File: config.mk
export PLATFORM = sky130hd
export DESIGN_NAME = pulse_peak_detector
export DESIGN_NICKNAME = d
export VERILOG_FILES = /design/src/rtl/pulse_peak_detector.sv
export SDC_FILE = /design/constraint.sdc
export NUM_CORES = 1
export LEC_CHECK = 0
export ABC_AREA = 1
export CORE_UTILIZATION = 56
export CTS_CLUSTER_SIZE = 10
export DETAILED_ROUTE_END_ITERATION = 6
export PLACE_DENSITY = 0.85
export SYNTH_ARGS = -nofsm -noshare
export SYNTH_HDL_FRONTEND = slang
export SYNTH_SLANG_ARGS = --single-unit
export TNS_END_PERCENT = 1
File: constraint.sdc
create_clock -name clk -period 5.63 [get_ports clk]
set_clock_uncertainty 0.15 [all_clocks]
set_input_delay 0.8445 -clock clk [delete_from_list [all_inputs] [get_ports clk]]
set_output_delay 0.8445 -clock clk [all_outputs]
set_load 0.01 [all_outputs]
File: src/rtl/pulse_peak_detector.sv
// rtl/pulse_peak_detector.sv - threshold pulse detector reporting peak amplitude, time and width
//
// Purpose:
//   Watches a registered ADC sample stream. A pulse starts when the sample rises
//   strictly above threshold (only while enable is high) and ends on the first
//   sample at or below threshold. For each pulse the maximum sample, the timestamp
//   of its first occurrence and the saturating count of above-threshold samples
//   are offered on a valid/ready result port. After each pulse a dead time of
//   HOLDOFF cycles ignores the input.
//
// Ports:
//   clk         - single rising-edge clock
//   reset       - asynchronous, active-low reset
//   input_data  - unsigned ADC sample, one per clk
//   threshold   - unsigned trigger level, compared live every cycle
//   enable      - gates pulse start only
//   peak_valid  - result available
//   peak_ready  - consumer accepts result
//   peak_amp    - pulse maximum
//   peak_time   - timestamp of the maximum
//   peak_width  - samples above threshold, saturating at 255
//   overflow    - sticky, a result was dropped while the previous one was pending
//   busy        - detector is not idle

module pulse_peak_detector #(
  parameter int DATA_W  = 12,
  parameter int TIME_W  = 16,
  parameter int HOLDOFF = 8
) (
  input  logic              clk,
  input  logic              reset,
  input  logic [DATA_W-1:0] input_data,
  input  logic [DATA_W-1:0] threshold,
  input  logic              enable,
  output logic              peak_valid,
  input  logic              peak_ready,
  output logic [DATA_W-1:0] peak_amp,
  output logic [TIME_W-1:0] peak_time,
  output logic [7:0]        peak_width,
  output logic              overflow,
  output logic              busy
);

  // Counter wide enough for HOLDOFF-1 and never zero-width, even when HOLDOFF is 0.
  localparam int HOLD_W = $clog2(HOLDOFF + 2);
  localparam logic [HOLD_W-1:0] HOLD_LOAD = (HOLDOFF > 0) ? HOLD_W'(HOLDOFF - 1) : '0;

  typedef enum logic [1:0] {
    ST_IDLE,
    ST_ABOVE,
    ST_HOLD
  } state_t;

  state_t              r_state;
  logic [TIME_W-1:0]   r_time_cnt;
  logic [DATA_W-1:0]   r_sample_q;
  logic [TIME_W-1:0]   r_time_q;
  logic [DATA_W-1:0]   r_max;
  logic [TIME_W-1:0]   r_max_t;
  logic [7:0]          r_width;
  logic [HOLD_W-1:0]   r_hold_cnt;
  logic                r_peak_valid;
  logic [DATA_W-1:0]   r_peak_amp;
  logic [TIME_W-1:0]   r_peak_time;
  logic [7:0]          r_peak_width;
  logic                r_overflow;

  logic w_above;
  logic w_commit;
  logic w_xfer;
  logic w_load;

  assign w_above  = r_sample_q > threshold;
  // The pulse ends in the cycle the registered sample drops back to or below threshold.
  assign w_commit = (r_state == ST_ABOVE) && !w_above;
  assign w_xfer   = r_peak_valid && peak_ready;
  // A new result may replace the held one only if the slot is empty or is being emptied now.
  assign w_load   = w_commit && (!r_peak_valid || w_xfer);

  // Input register with timestamp tag; the tag is the counter value before this edge.
  always_ff @(posedge clk or negedge reset) begin
    if (!reset) begin
      r_time_cnt <= '0;
      r_sample_q <= '0;
      r_time_q   <= '0;
    end else begin
      r_time_cnt <= r_time_cnt + TIME_W'(1);
      r_sample_q <= input_data;
      r_time_q   <= r_time_cnt;
    end
  end

  // Pulse tracking FSM.
  always_ff @(posedge clk or negedge reset) begin
    if (!reset) begin
      r_state    <= ST_IDLE;
      r_max      <= '0;
      r_max_t    <= '0;
      r_width    <= '0;
      r_hold_cnt <= '0;
    end else begin
      case (r_state)
        ST_IDLE: begin
          if (enable && w_above) begin
            r_state <= ST_ABOVE;
            r_max   <= r_sample_q;
            r_max_t <= r_time_q;
            r_width <= 8'd1;
          end
        end
        ST_ABOVE: begin
          if (w_above) begin
            if (r_width != 8'hFF) begin
              r_width <= r_width + 8'd1;
            end
            // Strict compare keeps the first occurrence on ties.
            if (r_sample_q > r_max) begin
              r_max   <= r_sample_q;
              r_max_t <= r_time_q;
            end
          end else if (HOLDOFF > 0) begin
            r_state    <= ST_HOLD;
            r_hold_cnt <= HOLD_LOAD;
          end else begin
            r_state <= ST_IDLE;
          end
        end
        ST_HOLD: begin
          if (r_hold_cnt == '0) begin
            r_state <= ST_IDLE;
          end else begin
            r_hold_cnt <= r_hold_cnt - HOLD_W'(1);
          end
        end
        default: begin
          r_state <= ST_IDLE;
        end
      endcase
    end
  end

  // Result slot and handshake.
  always_ff @(posedge clk or negedge reset) begin
    if (!reset) begin
      r_peak_valid <= 1'b0;
      r_peak_amp   <= '0;
      r_peak_time  <= '0;
      r_peak_width <= '0;
      r_overflow   <= 1'b0;
    end else begin
      if (w_load) begin
        r_peak_valid <= 1'b1;
        r_peak_amp   <= r_max;
        r_peak_time  <= r_max_t;
        r_peak_width <= r_width;
      end else if (w_xfer) begin
        r_peak_valid <= 1'b0;
      end
      if (w_commit && !w_load) begin
        r_overflow <= 1'b1;
      end
    end
  end

  assign peak_valid = r_peak_valid;
  assign peak_amp   = r_peak_amp;
  assign peak_time  = r_peak_time;
  assign peak_width = r_peak_width;
  assign overflow   = r_overflow;
  assign busy       = (r_state != ST_IDLE);

endmodule

# Yosys cells after proc, flatten, opt, wreduce, memory -nomap -nowiden
# Cells that the tools add are included.
dict set report word_totals {
  reg_bits 124
  output_inout_bits 39
}
dict set report op_classes {
  reduce_logical 19
  addsub 3
  n_mux 21
  n_eq_ne 10
  n_lt_le_gt_ge 2
}
# op count
set ops {}
lappend ops {{$mux W16} 3}
lappend ops {{$mux W12} 3}
lappend ops {{$pmux W16 S2} 1}
lappend ops {{$gt A12 B12 Y1} 2}
lappend ops {{$mux W8} 3}
lappend ops {{$pmux W12 S2} 1}
lappend ops {{$add A16 B1 Y16 const B} 1}
lappend ops {{$pmux W8 S2} 1}
lappend ops {{$ne A2 B2 Y1 const B} 5}
lappend ops {{$add A8 B1 Y8 const B} 1}
lappend ops {{$mux W4} 2}
lappend ops {{$ne A8 B8 Y1 const B} 1}
lappend ops {{$pmux W4 S2} 1}
lappend ops {{$reduce_and A4 Y1} 2}
lappend ops {{$reduce_bool A2 Y1} 4}
lappend ops {{$mux W2} 3}
lappend ops {{$pmux W2 S3} 1}
lappend ops {{$reduce_and A3 Y1} 2}
lappend ops {{$logic_and A1 B1 Y1} 5}
lappend ops {{$logic_not A4 Y1} 1}
lappend ops {{$ne A2 B1 Y1 const B} 2}
lappend ops {{$sub A4 B1 Y4 const B} 1}
lappend ops {{$logic_not A1 Y1} 3}
lappend ops {{$eq A2 B1 Y1 const B} 1}
lappend ops {{other kinds (4)} 5}

# Longest topological paths before layout
# Gate-level depths: netlist of the first run.
dict set report logic_depth {
  depth_word 6
  mapped_depth 16
  depth_no_buf 15
}

# Least setup slack after synthesis of the first run
# OpenSTA, ideal clock, no wires.
dict set report synth_path {
  path_type {input to register}
  from {input port threshold[11]}
  to {register r_peak_width[4], in the netlist peak_width[4]}
  path_stages 15
  path_buffers 1
  required_ps 5361
  setup_slack_ps 3223
  setup_ps 119
  arrival_time_ps 2138
  path_cell_list {inv_1 ha_1 nand2_1 inv_2 nand2_2 inv_1 nand2_1 nand3_2 nand2_2 nand2_8 inv_4 nand2_4 buf_6 nand2_2 o21ai_2}
}
dict set report synth_via {
  elab_chain_len 4
}
# item line_no
set synth_rtl {}
lappend synth_rtl {{start, declared} 33} ;# input logic [DATA_W-1:0] threshold,
lappend synth_rtl {{$gt A12 B12 Y1} 73} ;# assign w_above = r_sample_q > threshold;
lappend synth_rtl {{$logic_not A1 Y1} 75} ;# assign w_commit = (r_state == ST_ABOVE) && !w_above;
lappend synth_rtl {{$logic_and A1 B1 Y1} 75}
lappend synth_rtl {{$logic_and A1 B1 Y1} 78} ;# assign w_load = w_commit && (!r_peak_valid || w_xfer);
lappend synth_rtl {{end signal, assigned} 155} ;# r_peak_width <= r_width;
lappend synth_rtl {{end, declared} 65} ;# logic [7:0] r_peak_width;
# Every way passes these cells.
# A chain may end at the register's enable or synchronous reset.

# Final worst setup path of the first run
dict set report layout_path {
  from {input port threshold[11]}
  to {register r_max[6]}
}
dict set report layout_via {
  elab_chain_len 4
  word_cells_on_any_way 5
  classes_between {order compare (1); eq/ne (2); reduce/logical (2)}
}
# item line_no
set layout_rtl {}
lappend layout_rtl {{$gt A12 B12 Y1 (*)} 73}
lappend layout_rtl {{$logic_and A1 B1 Y1} 104} ;# if (enable && w_above) begin
lappend layout_rtl {{$ne A2 B2 Y1 (no source line)} -}
lappend layout_rtl {{$reduce_and A4 Y1 (no source line) (*)} -}
lappend layout_rtl {{end signal, assigned} 106} ;# r_max <= r_sample_q;
lappend layout_rtl {{end signal, assigned} 118} ;# r_max <= r_sample_q;
lappend layout_rtl {{end, declared} 58} ;# logic [DATA_W-1:0] r_max;
# Every way passes the cells marked *; elsewhere a longest branch is shown, timed or not.

==> results of run 1 <==
==> worst max-delay path, delay by kind of cell <==
family,cells,cell delay [ns]
AND/OR/NAND/NOR,10,1.84
buffers and inverters,3,0.57
adder cells (fa/ha/maj),1,0.29
==> state kept, by name (all words and copies together), names as in the netlist <==
register	flops
r_hold_cnt	4
r_time_cnt	16
r_sample_q	12
peak_time	16
overflow	1
peak_width	8
r_width	8
peak_valid	1
r_time_q	16
r_max_t	16
peak_amp	12
r_state	2
r_max	12
==> cells in the mapped netlist, drive strengths merged <==
| master | n | share of area |
|---|---|---|
| inv | 63 | 0.043 |
| ha | 27 | 0.060 |
| and3b | 1 | 0.0016 |
| nand4 | 41 | 0.047 |
| o211ai | 1 | 0.0013 |
| nor3 | 3 | 0.0036 |
| xnor2 | 8 | 0.012 |
| nand2 | 203 | 0.15 |
| a21oi | 12 | 0.011 |
| nor4 | 1 | 0.0011 |
| dfrtp | 124 | 0.55 |
| xor2 | 8 | 0.012 |
| o21bai | 1 | 0.0013 |
| nor2 | 26 | 0.020 |
| buf | 20 | 0.034 |
| nand3 | 16 | 0.019 |
| a21o | 2 | 0.0027 |
| o21ai | 22 | 0.030 |
==> where the power goes <==
group	total (mW)	switching (mW)	leakage [nW]	internal, mW
sequential	1.17	0.112	1.61	1.06
combinational	1.05	0.679	1.62	0.374
clock	1.02	0.360	0.270	0.657
==> metal layers <==
layer,wire (um),up-vias,global-route usage
li1,-,1991,-
met1,5010,2090,0.326
met2,5960,151,0.396
met3,665,35,0.0616
met4,241,0,0.100
met5,0,-,0
==> metrics by stage <==
| stage | std cells | area, sq um | setup WS, ns | power [mW] | utilization |
|---|---|---|---|---|---|
| after floorplan | 579 | 5620 | 3.22 | 1.95 | - |
| after global placement | 759 | 6260 | 2.05 | 2.14 | 0.643 |
| after detailed placement | 759 | 6260 | 1.93 | 2.21 | 0.643 |
| after CTS | 789 | 6820 | 2.35 | 3.26 | 0.701 |
| after global routing | 789 | 6820 | 2.07 | 3.43 | 0.701 |
| final | 789 | 6820 | 2.31 | 3.24 | 0.701 |
==> cells by family after synthesis <==
group,count (synthesis)
XOR/XNOR,16
buffers and inverters,83
AO/OA/AOI/OAI,38
adder cells (fa/ha/maj),27
flip-flops,124
AND/OR/NAND/NOR,291
==> worst min path at each step <==
stage and to:
2_1_floorplan r_time_q[15]$_DFF_PN0_, 3_3_place_gp r_time_q[5]$_DFF_PN0_, 3_5_place_dp r_time_q[3]$_DFF_PN0_, 4_1_cts r_time_q[3]$_DFF_PN0_, 5_1_grt r_time_q[3]$_DFF_PN0_, 6_report r_time_q[3]$_DFF_PN0_
==> cell type report <==
cell class,count,area share
tap,133,0.0244
timing repair buffer,67,0.0977
multi-input combinational,372,0.306
clock inverter,7,0.0132
clock buffer,23,0.0685
inverter,63,0.0351
sequential,124,0.455
==> run_summary.xml, run 1 <==
<?xml version="1.0" encoding="UTF-8"?>
<metrics>
  <group name="timing">
    <metric name="final_min_period_over_clock_period" unit="">0.589</metric>
    <metric name="tightestPinTransition" unit="ns">0.974</metric>
    <metric name="setup-violations-final" unit="">0</metric>
    <metric name="hold_viol" unit="">0</metric>
    <metric name="slew_violations" unit="">0</metric>
    <metric name="max-slew-margin-rel" unit="">0.351</metric>
    <metric name="timing.final.crit_period" unit="ns">3.32</metric>
    <metric name="finalHoldWorstSlack" unit="ns">0.257</metric>
    <metric name="setup_repair_after_global_routing_missed_its_margin" unit="">false</metric>
    <metric name="setup_total_negative_slack" unit="ns">0</metric>
    <metric name="fmax" unit="MHz">302</metric>
  </group>
  <group name="synthesis">
    <metric name="synth_cells" unit="">579</metric>
    <metric name="post_synth.cell_area_avg" unit="sq um">9.70</metric>
    <metric name="yosys.cell_types.count" unit="">33</metric>
    <metric name="synth_area" unit="sq mm">0.00562</metric>
    <metric name="synth_xor_area_frac" unit="">0.0249</metric>
    <metric name="synth_warnings" unit="">0</metric>
    <metric name="number_of_register_bits_inferred_by_synthesis" unit="">124</metric>
    <metric name="synthAdderAreaFrac" unit="">0.0601</metric>
    <metric name="synth_compound_area_frac" unit="">0.0457</metric>
    <metric name="synthMuxAreaShare" unit="">0</metric>
    <metric name="synth_top_family_by_area" unit="">simple AND/OR/NAND/NOR gates</metric>
    <metric name="seq_area_frac_synth" unit="">0.552</metric>
    <metric name="synthesized_area_fraction_occupied_by_and_or_nand_nor_cells" unit="">0.241</metric>
    <metric name="synth_nets" unit="">634</metric>
  </group>
  <group name="critical_path">
    <metric name="critPathLaunch" unit="">threshold[11]</metric>
    <metric name="crit_path_start_kind" unit="">input port</metric>
    <metric name="cp_slowest_cell" unit="">sky130_fd_sc_hd__nand2_2</metric>
    <metric name="path_max_fanout" unit="">39</metric>
    <metric name="rr_endpoint" unit="">r_max[6]$_DFFE_PN0P_</metric>
    <metric name="critPathMostFrequentCell" unit="">sky130_fd_sc_hd__nand2_1</metric>
    <metric name="crit_required" unit="ns">5.87</metric>
    <metric name="path_cells" unit="">clkdlybuf4s50_1, inv_1, ha_1, nand2_1, inv_2, nand2_2, nor2_4, nand2_1, nand3_2, nand3_2, nand2_2, nand3_4, nand2_1, nand2_1</metric>
    <metric name="reg2reg_depth" unit="">12</metric>
    <metric name="timing_worst_setup_path_type" unit="">in2reg</metric>
    <metric name="timing.critical_path.to" unit="">r_max[6]$_DFFE_PN0P_</metric>
    <metric name="arrival" unit="ns">3.55</metric>
    <metric name="reg2reg_from" unit="">r_sample_q[11]$_DFF_PN0_</metric>
    <metric name="timing.critical_path.to_type" unit="">flip-flop</metric>
    <metric name="critPathMaxStageDelay" unit="ns">0.55</metric>
    <metric name="worst-r2r-setup-slack" unit="ns">2.70</metric>
  </group>
  <group name="detailed_routing">
    <metric name="dr.first_iter.drc_count" unit="">261</metric>
    <metric name="vias_per_cell" unit="">5.41</metric>
    <metric name="first_pass_iters" unit="">5</metric>
    <metric name="drt.antenna.violating_nets" unit="">0</metric>
    <metric name="avgRoutedWirePerCell" unit="um">15.0</metric>
    <metric name="post-route-drc-count" unit="">0</metric>
    <metric name="post_route_wl" unit="mm">11.9</metric>
    <metric name="route.vias.total" unit="">4267</metric>
  </group>
  <group name="hold_path">
    <metric name="hold_start" unit="">r_time_cnt[3]$_DFF_PN0_</metric>
    <metric name="worstHoldPathType" unit="">reg2reg</metric>
    <metric name="min_delay_path_depth" unit="">0</metric>
  </group>
  <group name="final_layout">
    <metric name="num_antenna_cells" unit="">0</metric>
    <metric name="layout.nets" unit="">700</metric>
    <metric name="final_cell_mix" unit="">183 x sky130_fd_sc_hd__nand2_1, 124 x sky130_fd_sc_hd__dfrtp_1, 65 x sky130_fd_sc_hd__clkdlybuf4s50_1, 59 x sky130_fd_sc_hd__inv_1, 40 x sky130_fd_sc_hd__nand4_1</metric>
    <metric name="multiInputGateArea" unit="sq mm">0.00209</metric>
    <metric name="final_common_cell" unit="">sky130_fd_sc_hd__nand2_1</metric>
    <metric name="nFillCells" unit="">680</metric>
    <metric name="area_growth_syn_to_layout" unit="%">21.4</metric>
    <metric name="sequential_cell_area" unit="sq mm">0.00310</metric>
    <metric name="post_route_cells_drive_above_1_share" unit="">0.117</metric>
  </group>
  <group name="global_routing">
    <metric name="grtUsageTotal" unit="">0.248</metric>
    <metric name="grt_max_degree" unit="">80</metric>
    <metric name="first_global_vias" unit="">4147</metric>
    <metric name="grt_overflow_total" unit="">0</metric>
    <metric name="antenna_found_initial" unit="">0</metric>
    <metric name="grt_pass1_wl" unit="mm">19.5</metric>
  </group>
  <group name="clocking">
    <metric name="post-cts-setup-buffers" unit="">0</metric>
    <metric name="h-tree-depth" unit="">4</metric>
    <metric name="cts_resized" unit="">0</metric>
    <metric name="clk-insertion-delay-late" unit="ns">0.51</metric>
    <metric name="clk_root_buffer_cell" unit="">sky130_fd_sc_hd__clkbuf_8</metric>
    <metric name="tritoncts_clock_tree" unit="">built</metric>
    <metric name="cts.path.max_buffers" unit="">2</metric>
    <metric name="cts_made_buffers" unit="">17</metric>
    <metric name="clock_slew_at_the_register_clock_pins_of_the_worst_setup_and_hold_paths" unit="ns">0.05</metric>
    <metric name="number_of_sinks_driven_by_the_clock_tree" unit="">124</metric>
    <metric name="cts_hold_buf" unit="">0</metric>
  </group>
  <group name="floorplan">
    <metric name="pin_count" unit="">67</metric>
    <metric name="coreArea" unit="sq mm">0.00973</metric>
    <metric name="row_count" unit="">36</metric>
    <metric name="chipHeight" unit="um">102</metric>
    <metric name="die-area" unit="sq mm">0.0104</metric>
    <metric name="die-width" unit="um">102</metric>
    <metric name="initial_utilization" unit="">0.577</metric>
  </group>
  <group name="placed_design">
    <metric name="detailedPlacementHpwl" unit="mm">7.60</metric>
    <metric name="port_buffers" unit="">66</metric>
    <metric name="place_congestion" unit="">0.845</metric>
  </group>
  <group name="power">
    <metric name="pwr_density_cell" unit="mW/mm^2">476</metric>
    <metric name="p_leak" unit="nW">3.49</metric>
    <metric name="vdd.ir_drop.worst" unit="V">0.000293</metric>
  </group>
  <group name="outcome">
    <metric name="result_of_the_run" unit="">finished, final reports clean</metric>
  </group>
  <group name="run">
    <metric name="max_cap_violations" unit="">0</metric>
  </group>
</metrics>
No activity file was read; power rests on OpenSTA's default activity.
==> run 2: changes to the inputs <==
CORE_UTILIZATION = 50   (was 56)
PLACE_DENSITY = 0.81   (was 0.85)
clock period = 3 ns   (was 5.63 ns; I/O delays follow)
==> run 2 against run 1 <==
- critical path depth down 2
- sequential power up 89%
- critical endpoint is now r_max_t[15]$_DFFE_PN0P_
- largest cell class unchanged
- sequential cell count unchanged
- largest power group unchanged
- global-route usage down 2.3 points
==> run_summary.xml, run 2 (synthesis results as in run 1) <==
<?xml version="1.0" encoding="UTF-8"?>
<metrics>
  <group name="floorplan">
    <metric name="die-area" unit="sq mm">0.0117</metric>
    <metric name="row_count" unit="">38</metric>
    <metric name="initial_utilization" unit="">0.516</metric>
    <metric name="chipHeight" unit="um">108</metric>
    <metric name="coreArea" unit="sq mm">0.0109</metric>
    <metric name="pin_count" unit="">67</metric>
    <metric name="die-width" unit="um">108</metric>
  </group>
  <group name="detailed_routing">
    <metric name="post-route-drc-count" unit="">0</metric>
    <metric name="dr.first_iter.drc_count" unit="">335</metric>
    <metric name="drt.antenna.violating_nets" unit="">0</metric>
    <metric name="route.vias.total" unit="">4185</metric>
    <metric name="post_route_wl" unit="mm">11.8</metric>
    <metric name="vias_per_cell" unit="">5.19</metric>
    <metric name="avgRoutedWirePerCell" unit="um">14.6</metric>
    <metric name="first_pass_iters" unit="">5</metric>
  </group>
  <group name="critical_path">
    <metric name="timing_worst_setup_path_type" unit="">reg2reg</metric>
    <metric name="reg2reg_depth" unit="">12</metric>
    <metric name="worst-r2r-setup-slack" unit="ns">0.62</metric>
    <metric name="critPathLaunch" unit="">r_sample_q[11]$_DFF_PN0_</metric>
    <metric name="cp_slowest_cell" unit="">sky130_fd_sc_hd__dfrtp_1</metric>
    <metric name="rr_endpoint" unit="">r_max_t[15]$_DFFE_PN0P_</metric>
    <metric name="timing.critical_path.to_type" unit="">flip-flop</metric>
    <metric name="crit_required" unit="ns">3.25</metric>
    <metric name="critPathMostFrequentCell" unit="">sky130_fd_sc_hd__nand2_1</metric>
    <metric name="critPathMaxStageDelay" unit="ns">0.42</metric>
    <metric name="path_max_fanout" unit="">28</metric>
    <metric name="arrival" unit="ns">2.63</metric>
    <metric name="crit_path_start_kind" unit="">flip-flop</metric>
    <metric name="path_cells" unit="">ha_1, nand2_1, inv_2, nand2_2, nor2_4, nand2_1, nand3_2, nand3_2, nand2_2, nand3_4, nand2_1, nand2_1</metric>
    <metric name="reg2reg_from" unit="">r_sample_q[11]$_DFF_PN0_</metric>
  </group>
  <group name="placed_design">
    <metric name="place_congestion" unit="">0.841</metric>
    <metric name="port_buffers" unit="">66</metric>
    <metric name="detailedPlacementHpwl" unit="mm">7.82</metric>
  </group>
  <group name="power">
    <metric name="pwr_density_cell" unit="mW/mm^2">907</metric>
    <metric name="vdd.ir_drop.worst" unit="V">0.000422</metric>
    <metric name="p_leak" unit="nW">3.57</metric>
  </group>
  <group name="global_routing">
    <metric name="grtUsageTotal" unit="">0.225</metric>
    <metric name="grt_pass1_wl" unit="mm">20.1</metric>
    <metric name="grt_overflow_total" unit="">0</metric>
    <metric name="antenna_found_initial" unit="">0</metric>
    <metric name="grt_max_degree" unit="">61</metric>
    <metric name="first_global_vias" unit="">4234</metric>
  </group>
  <group name="final_layout">
    <metric name="final_common_cell" unit="">sky130_fd_sc_hd__nand2_1</metric>
    <metric name="multiInputGateArea" unit="sq mm">0.00209</metric>
    <metric name="nFillCells" unit="">813</metric>
    <metric name="area_growth_syn_to_layout" unit="%">24.3</metric>
    <metric name="num_antenna_cells" unit="">0</metric>
    <metric name="sequential_cell_area" unit="sq mm">0.00310</metric>
    <metric name="post_route_cells_drive_above_1_share" unit="">0.133</metric>
    <metric name="final_cell_mix" unit="">183 x sky130_fd_sc_hd__nand2_1, 124 x sky130_fd_sc_hd__dfrtp_1, 65 x sky130_fd_sc_hd__clkdlybuf4s50_1, 59 x sky130_fd_sc_hd__inv_1, 40 x sky130_fd_sc_hd__nand4_1</metric>
    <metric name="layout.nets" unit="">709</metric>
  </group>
  <group name="hold_path">
    <metric name="hold_end" unit="">r_sample_q[1]$_DFF_PN0_</metric>
    <metric name="min_delay_path_depth" unit="">1</metric>
    <metric name="hold_start" unit="">input_data[1]</metric>
    <metric name="worstHoldPathType" unit="">in2reg</metric>
  </group>
  <group name="timing">
    <metric name="slew_violations" unit="">0</metric>
    <metric name="finalHoldWorstSlack" unit="ns">0.217</metric>
    <metric name="setup-violations-final" unit="">0</metric>
    <metric name="hold_viol" unit="">0</metric>
    <metric name="setup_repair_after_global_routing_missed_its_margin" unit="">false</metric>
    <metric name="final_min_period_over_clock_period" unit="">0.793</metric>
    <metric name="tightestPinTransition" unit="ns">0.770</metric>
    <metric name="max-slew-margin-rel" unit="">0.487</metric>
    <metric name="timing.final.crit_period" unit="ns">2.38</metric>
    <metric name="setup_total_negative_slack" unit="ns">0</metric>
    <metric name="fmax" unit="MHz">420</metric>
  </group>
  <group name="clocking">
    <metric name="post-cts-setup-buffers" unit="">0</metric>
    <metric name="clk_root_buffer_cell" unit="">sky130_fd_sc_hd__clkbuf_8</metric>
    <metric name="cts_resized" unit="">0</metric>
    <metric name="cts_hold_buf" unit="">1</metric>
    <metric name="cts_made_buffers" unit="">17</metric>
    <metric name="number_of_sinks_driven_by_the_clock_tree" unit="">124</metric>
    <metric name="cts.path.max_buffers" unit="">2</metric>
    <metric name="clock_slew_at_the_register_clock_pins_of_the_worst_setup_and_hold_paths" unit="ns">0.06</metric>
    <metric name="tritoncts_clock_tree" unit="">built</metric>
    <metric name="clk-insertion-delay-late" unit="ns">0.52</metric>
    <metric name="h-tree-depth" unit="">4</metric>
  </group>
  <group name="outcome">
    <metric name="result_of_the_run" unit="">finished, final reports clean</metric>
  </group>
  <group name="run">
    <metric name="max_cap_violations" unit="">0</metric>
  </group>
</metrics>
-- run 2: cell count changes in the layout (fill, tap and decap cells not counted) --
| cell | previous run | this run |
|---|---|---|
| sky130_fd_sc_hd__buf_4 | 2 | 7 |
| sky130_fd_sc_hd__dlygate4sd3_1 | 0 | 1 |
| sky130_fd_sc_hd__clkinv_4 | 0 | 2 |
| sky130_fd_sc_hd__buf_12 | 0 | 3 |
| sky130_fd_sc_hd__clkinv_2 | 3 | 1 |
| sky130_fd_sc_hd__bufinv_16 | 2 | 3 |
| sky130_fd_sc_hd__clkbuf_8 | 4 | 3 |
| sky130_fd_sc_hd__inv_6 | 0 | 3 |
| sky130_fd_sc_hd__clkinvlp_4 | 2 | 3 |
| sky130_fd_sc_hd__clkbuf_1 | 3 | 1 |
-- run 2: worst max-delay path by stage --
stage / to / slack (ns)
global placement: r_max_t[5]$_DFFE_PN0P_ / 0.23
CTS: r_max_t[15]$_DFFE_PN0P_ / 0.64
finish: r_max_t[15]$_DFFE_PN0P_ / 0.62
detailed placement: r_max[1]$_DFFE_PN0P_ / 0.14
floorplan: peak_width[4]$_DFFE_PN0P_ / 0.99
global route: r_max[3]$_DFFE_PN0P_ / 0.45
-- run 2: cell type report --
| type | count | share of cell area |
|---|---|---|
| clock buffer | 20 | 0.0638 |
| clock inverter | 12 | 0.0231 |
| inverter | 63 | 0.0342 |
| multi-input combinational | 372 | 0.299 |
| sequential | 124 | 0.444 |
| tap | 140 | 0.0251 |
| timing repair buffer | 76 | 0.111 |
-- run 2: metrics by stage --
| step | std cells | util | area (sq um) | worst slack, ns | total power [mW] |
|---|---|---|---|---|---|
| final | 807 | 0.641 | 6980 | 0.620 | 6.33 |
| after global routing | 807 | 0.641 | 6980 | 0.451 | 6.69 |
| after CTS | 807 | 0.641 | 6980 | 0.637 | 6.34 |
| after detailed placement | 774 | 0.585 | 6370 | 0.139 | 4.22 |
| after global placement | 774 | 0.585 | 6370 | 0.232 | 4.11 |
| after floorplan | 579 | - | 5620 | 0.987 | 3.66 |
-- run 2: power by group --
part | leakage (nW) | internal (mW) | total (mW) | switching, mW
clock | 0.289 | 1.32 | 2.09 | 0.774
combinational | 1.67 | 0.772 | 2.03 | 1.26
sequential | 1.61 | 1.99 | 2.21 | 0.215
total | 3.57 | 4.08 | 6.33 | 2.25
-- run 2: metal layers --
layer / global-route usage / routed length (um) / vias to the layer above
met2: 0.363 / 5950 / 129
li1: - / - / 2012
met5: 0 / 0 / -
met4: 0.0832 / 191 / 0
met3: 0.0609 / 521 / 24
met1: 0.291 / 5140 / 2020
-- run 2: critical path, delay by kind of cell, from the launching register on --
kind,cells,cell delay (ns)
AND/OR/NAND/NOR,10,1.30
buffers and inverters,1,0.06
adder cells (fa/ha/maj),1,0.31
flip-flops,1,0.42
